--- src/rtl/seven_segment_scanner.sv ---
// Multiplexed common-anode 7-segment driver: scans n_digits slots, blanks each slot's lead-in,
// and snapshots hex/dots/en once per full scan so a multi-digit value never tears.
module seven_segment_scanner #(
  parameter int n_digits     = 4,
  parameter int depth        = 16,
  parameter int blank_cycles = 64
) (
  input  logic                  clk,
  input  logic                  reset_n,
  input  logic [4*n_digits-1:0] hex,
  input  logic [n_digits-1:0]   dots,
  input  logic [n_digits-1:0]   en,
  output logic [7:0]            abcdefgh,
  output logic [n_digits-1:0]   digit,
  output logic                  scan_start
);

  localparam int                 idx_w     = $clog2(n_digits);
  localparam logic [depth-1:0]   blank_lim = depth'(blank_cycles);
  localparam logic [idx_w-1:0]   idx_last  = idx_w'(n_digits - 1);
  localparam logic [n_digits-1:0] one_hot0 = n_digits'(1);

  logic [depth-1:0]      cnt_q, cnt_d;
  logic [idx_w-1:0]      idx_q, idx_d;
  logic [4*n_digits-1:0] hex_s_q, hex_s_d;
  logic [n_digits-1:0]   dots_s_q, dots_s_d;
  logic [n_digits-1:0]   en_s_q, en_s_d;
  logic [7:0]            abcdefgh_q, abcdefgh_d;
  logic [n_digits-1:0]   digit_q, digit_d;
  logic                  scan_start_q, scan_start_d;

  logic       snap;
  logic       lit;
  logic [3:0] cur_hex;
  logic       cur_dot;
  logic       cur_en;

  // Active-high segment pattern, a in bit 6 down to g in bit 0.
  function automatic logic [6:0] seg(input logic [3:0] v);
    case (v)
      4'h0:    seg = 7'b1111110;
      4'h1:    seg = 7'b0110000;
      4'h2:    seg = 7'b1101101;
      4'h3:    seg = 7'b1111001;
      4'h4:    seg = 7'b0110011;
      4'h5:    seg = 7'b1011011;
      4'h6:    seg = 7'b1011111;
      4'h7:    seg = 7'b1110000;
      4'h8:    seg = 7'b1111111;
      4'h9:    seg = 7'b1111011;
      4'hA:    seg = 7'b1110111;
      4'hB:    seg = 7'b0011111;
      4'hC:    seg = 7'b1001110;
      4'hD:    seg = 7'b0111101;
      4'hE:    seg = 7'b1001111;
      default: seg = 7'b1000111;
    endcase
  endfunction

  always_comb begin
    cnt_d = cnt_q + 1'b1;
    idx_d = idx_q;
    if (cnt_q == '1) begin
      idx_d = (idx_q == idx_last) ? '0 : idx_q + 1'b1;
    end

    snap     = (cnt_q == '0) && (idx_q == '0);
    hex_s_d  = snap ? hex  : hex_s_q;
    dots_s_d = snap ? dots : dots_s_q;
    en_s_d   = snap ? en   : en_s_q;

    cur_hex = 4'h0;
    cur_dot = 1'b0;
    cur_en  = 1'b0;
    for (int k = 0; k < n_digits; k++) begin
      if (idx_q == idx_w'(k)) begin
        cur_hex = hex_s_q[4*k +: 4];
        cur_dot = dots_s_q[k];
        cur_en  = en_s_q[k];
      end
    end

    // The blank window at the head of every slot is what keeps the old digit's
    // segments from ghosting onto the newly selected anode.
    lit          = cur_en && (cnt_q >= blank_lim);
    digit_d      = lit ? ~(one_hot0 << idx_q) : '1;
    abcdefgh_d   = lit ? ~{seg(cur_hex), cur_dot} : 8'hFF;
    scan_start_d = snap;
  end

  always_ff @(posedge clk) begin
    if (!reset_n) begin
      cnt_q        <= '0;
      idx_q        <= '0;
      hex_s_q      <= '0;
      dots_s_q     <= '0;
      en_s_q       <= '0;
      abcdefgh_q   <= 8'hFF;
      digit_q      <= '1;
      scan_start_q <= 1'b0;
    end else begin
      cnt_q        <= cnt_d;
      idx_q        <= idx_d;
      hex_s_q      <= hex_s_d;
      dots_s_q     <= dots_s_d;
      en_s_q       <= en_s_d;
      abcdefgh_q   <= abcdefgh_d;
      digit_q      <= digit_d;
      scan_start_q <= scan_start_d;
    end
  end

  assign abcdefgh   = abcdefgh_q;
  assign digit      = digit_q;
  assign scan_start = scan_start_q;

endmodule
--- config.mk ---
export PLATFORM = sky130hd
export DESIGN_NAME = seven_segment_scanner
export DESIGN_NICKNAME = d
export VERILOG_FILES = /design/src/rtl/seven_segment_scanner.sv
export SDC_FILE = /design/constraint.sdc
export NUM_CORES = 1
export LEC_CHECK = 0
export ABC_AREA = 1
export CAP_MARGIN = 5
export CORE_MARGIN = 1.5
export CORE_UTILIZATION = 30
export CTS_CLUSTER_DIAMETER = 30
export DETAILED_ROUTE_END_ITERATION = 12
export HOLD_SLACK_MARGIN = 0.15
export PLACE_DENSITY = 0.47
export SYNTH_ARGS = -nofsm -noshare
export SYNTH_HDL_FRONTEND = slang
export SYNTH_SLANG_ARGS = --single-unit
--- constraint.sdc ---
create_clock -name clk -period 6.17 [get_ports clk]
set_clock_uncertainty 0.05 [all_clocks]
set_input_delay 1.234 -clock clk [delete_from_list [all_inputs] [get_ports clk]]
set_output_delay 1.234 -clock clk [all_outputs]
set_load 0.02 [all_outputs]
==> flow_summary.yaml <==
yosys:
  ys_seq_elements: 55
  synth_common_cells: "nand2_1 (71), dfxtp_1 (55), nor2_1 (52)"
  muxShareOfSynthArea_pct: 0
  ys_warn_count: 0
  synthXorXnorAreaFrac_pct: 0.326
  synthSimpleGateAreaFrac_pct: 29.5
  synth_edf_count: 0
  yosys_most_used_dff: "dfxtp_1"
  yosys.area.top_type_share_pct: 41.0
  synth_cells: 370
  synth_most_common_cell: "nand2_1"
  synth-seq-area-share_pct: 41.0
  synthAdderAreaFrac_pct: 6.06
  postSynthAreaPerCell_um2: 7.26
  synth_top_family_by_area: "simple AND/OR/NAND/NOR gates"
  synth_nets: 409
  synth_top_cell_by_area: "dfxtp_1"
  syn_area_um2: 2690
  synthTopCellsByArea: "dfxtp_1 (41%), nand2_1 (9.9%), a21oi_1 (8.0%)"
  ys_types: 30
  ys_async_sr_fraction_pct: 0
  synth_compound_area_share_pct: 15.6
route:
  vias: 2358
  via_per_inst: 4.61
  first_iter_violations: 100
  wirelength_mm: 6.14
  drc: 0
  first_pass_iters: 5
  ant_nets: 0
  wire_per_inst_um: 12.0
die:
  start_util_pct: 30.9
  num_rows: 34
  core-area_um2: 8680
  ioPinCount: 39
  die_area_um2: 9530
  dieWidth_um: 97.6
  die_y_um: 97.6
critical_path:
  critPathMaxStageDelay_ns: 0.45
  path_cells: "clkdlybuf4s50_1, buf_4, inv_2, nor2_1, o21ai_1, nor2_4, nand2_1, clkinv_1, nand2_1"
  cp.required_ns: 6.33
  slowest_stage: "clkdlybuf4s50_1"
  path_class: "primary input to register"
  path_common_cell: "nand2_1"
  reg2reg_depth: 11
  endpoint_kind: "register"
  critical_path.max_fanout: 35
  arrival_ns: 2.85
  start_kind: "primary input"
sta:
  hold_ws_ns: 0.414
  setup_slack_ns: 3.48
  rsz0062_at_grt: "false"
  period_needed_ns: 2.69
  fin_setup_tns_ns: 0
  slew_viol_final: 0
  slew_headroom_pct: 60.2
  hold_violations: 0
  max_freq_mhz: 371
  setup_viol_count_final: 0
  worst_pin_slew_ns: 0.596
  final.period_utilization_pct: 43.7
cells_and_area:
  fill_cells: 956
  drive_above_1_share_pct: 8.17
  fin_util_pct: 37.2
  multiInputGateArea_um2: 1380
  synthToLayoutAreaGrowth_pct: 20.1
  ff_latch_area_um2: 1100
  fin_cells: 512
  finalInstanceArea_um2: 3220
  antenna_cells: 0
  num-nets-final: 442
place:
  post-place-ws_ns: 3.14
  hpwlAfterDp_mm: 4.58
  postPlaceCellArea_um2: 3130
  place.gp.congestion: 0.787
  dpl.cell_count: 504
  io_buffers: 38
grt:
  grtUsageTotal_pct: 13.6
  antenna_found_initial: 0
  grt_max_degree: 36
  grt_pass1_vias: 2186
  overflow: 0
  grt_first_pass_wirelength_mm: 10.6
hold_path:
  hold_path.class: "register to register"
  hold_depth: 2
outcome:
  status: "finished, final reports clean"
clock_network:
  clock-sinks: 55
  ctsResizeCount: 0
  cts_setup_buffers: 0
  clock_latency_ns: 0.31
  cts_tree: "yes"
  clock_path_buffers: 2
  cts-root-buf: "clkbuf_8"
  htree_levels: 2
  clk_pin_slew_ns: 0.10
  cts_buffers: 5
  hold_buffers: 0
pwr:
  p_leak_nw: 1.26
  power_mw: 0.720
  power.density_nw_per_um2: 223
  peakVddDrop_v: 0.000124
run:
  drv_cap: 0
==> layout by cell type, fill, tap and decap left out, types with 3 or more instances in the layout <==
| cell | instances |
|---|---|
| o21ai_1 | 19 |
| nor2_4 | 3 |
| clkdlybuf4s50_1 | 38 |
| nand4_1 | 4 |
| inv_1 | 24 |
| a21oi_1 | 43 |
| nor3_1 | 5 |
| o21ai_0 | 14 |
| dfxtp_1 | 55 |
| nand2_1 | 71 |
| nand3_2 | 3 |
| inv_2 | 8 |
| nand3_1 | 24 |
| nor3_2 | 3 |
| clkbuf_8 | 5 |
| nor2_1 | 52 |
| ha_1 | 13 |
| nor2_2 | 3 |
==> state kept, by name, summed over array words and instances, names as in the netlist <==
signal      flops
cnt_q          16
hex_s_q        16
abcdefgh        8
digit           4
dots_s_q        4
en_s_q          4
idx_q           2
scan_start      1
==> worst max-delay path, delay by kind of cell <==
kind | cells | cell delay, ns
simple gates | 4 | 0.53
compound gates | 1 | 0.12
buf+inv | 4 | 0.96
==> per-layer routing <==
metal	wire length, µm	track usage (%)
met5	0	0
met4	34	2.31
met3	242	2.66
met2	2680	21.3
met1	3190	19.6
==> logic make-up (layout without fill, tap and decap cells) <==
kind of cell / count (synthesis) / count (layout)
and+or+nand+nor: 174 / 174
AOI/OAI and AO/OA: 81 / 81
DFF: 55 / 55
buffers and inverters: 46 / 80
adders and majority gates: 13 / 13
xor gates and xnor gates: 1 / 1
==> final cells by class <==
type / instances / area share (%)
clock inverter: 3 / 0.776
clock buffer: 5 / 2.13
multi-input combinational: 269 / 42.9
inverter: 33 / 3.84
tap: 108 / 4.19
sequential: 55 / 34.1
timing repair buffer: 39 / 12.0
==> power breakdown <==
group	total, mW	switching [mW]	internal, mW	leakage (nW)
Clock	0.205	0.124	0.0815	0.0443
Sequential	0.391	0.0125	0.378	0.451
Combinational	0.124	0.0728	0.0511	0.768
==> path summary, 6_finish.rpt <==
path | from | to | slack (ns)
setup reg to reg | idx_q[0] | abcdefgh[4] | 3.70
setup / recovery | reset_n | abcdefgh[3] | 3.48
hold reg to reg | hex_s_q[6] | hex_s_q[6] | 0.41
hold / removal | hex_s_q[6] | hex_s_q[6] | 0.41
Note: power is estimated with default switching activity, not from simulation.
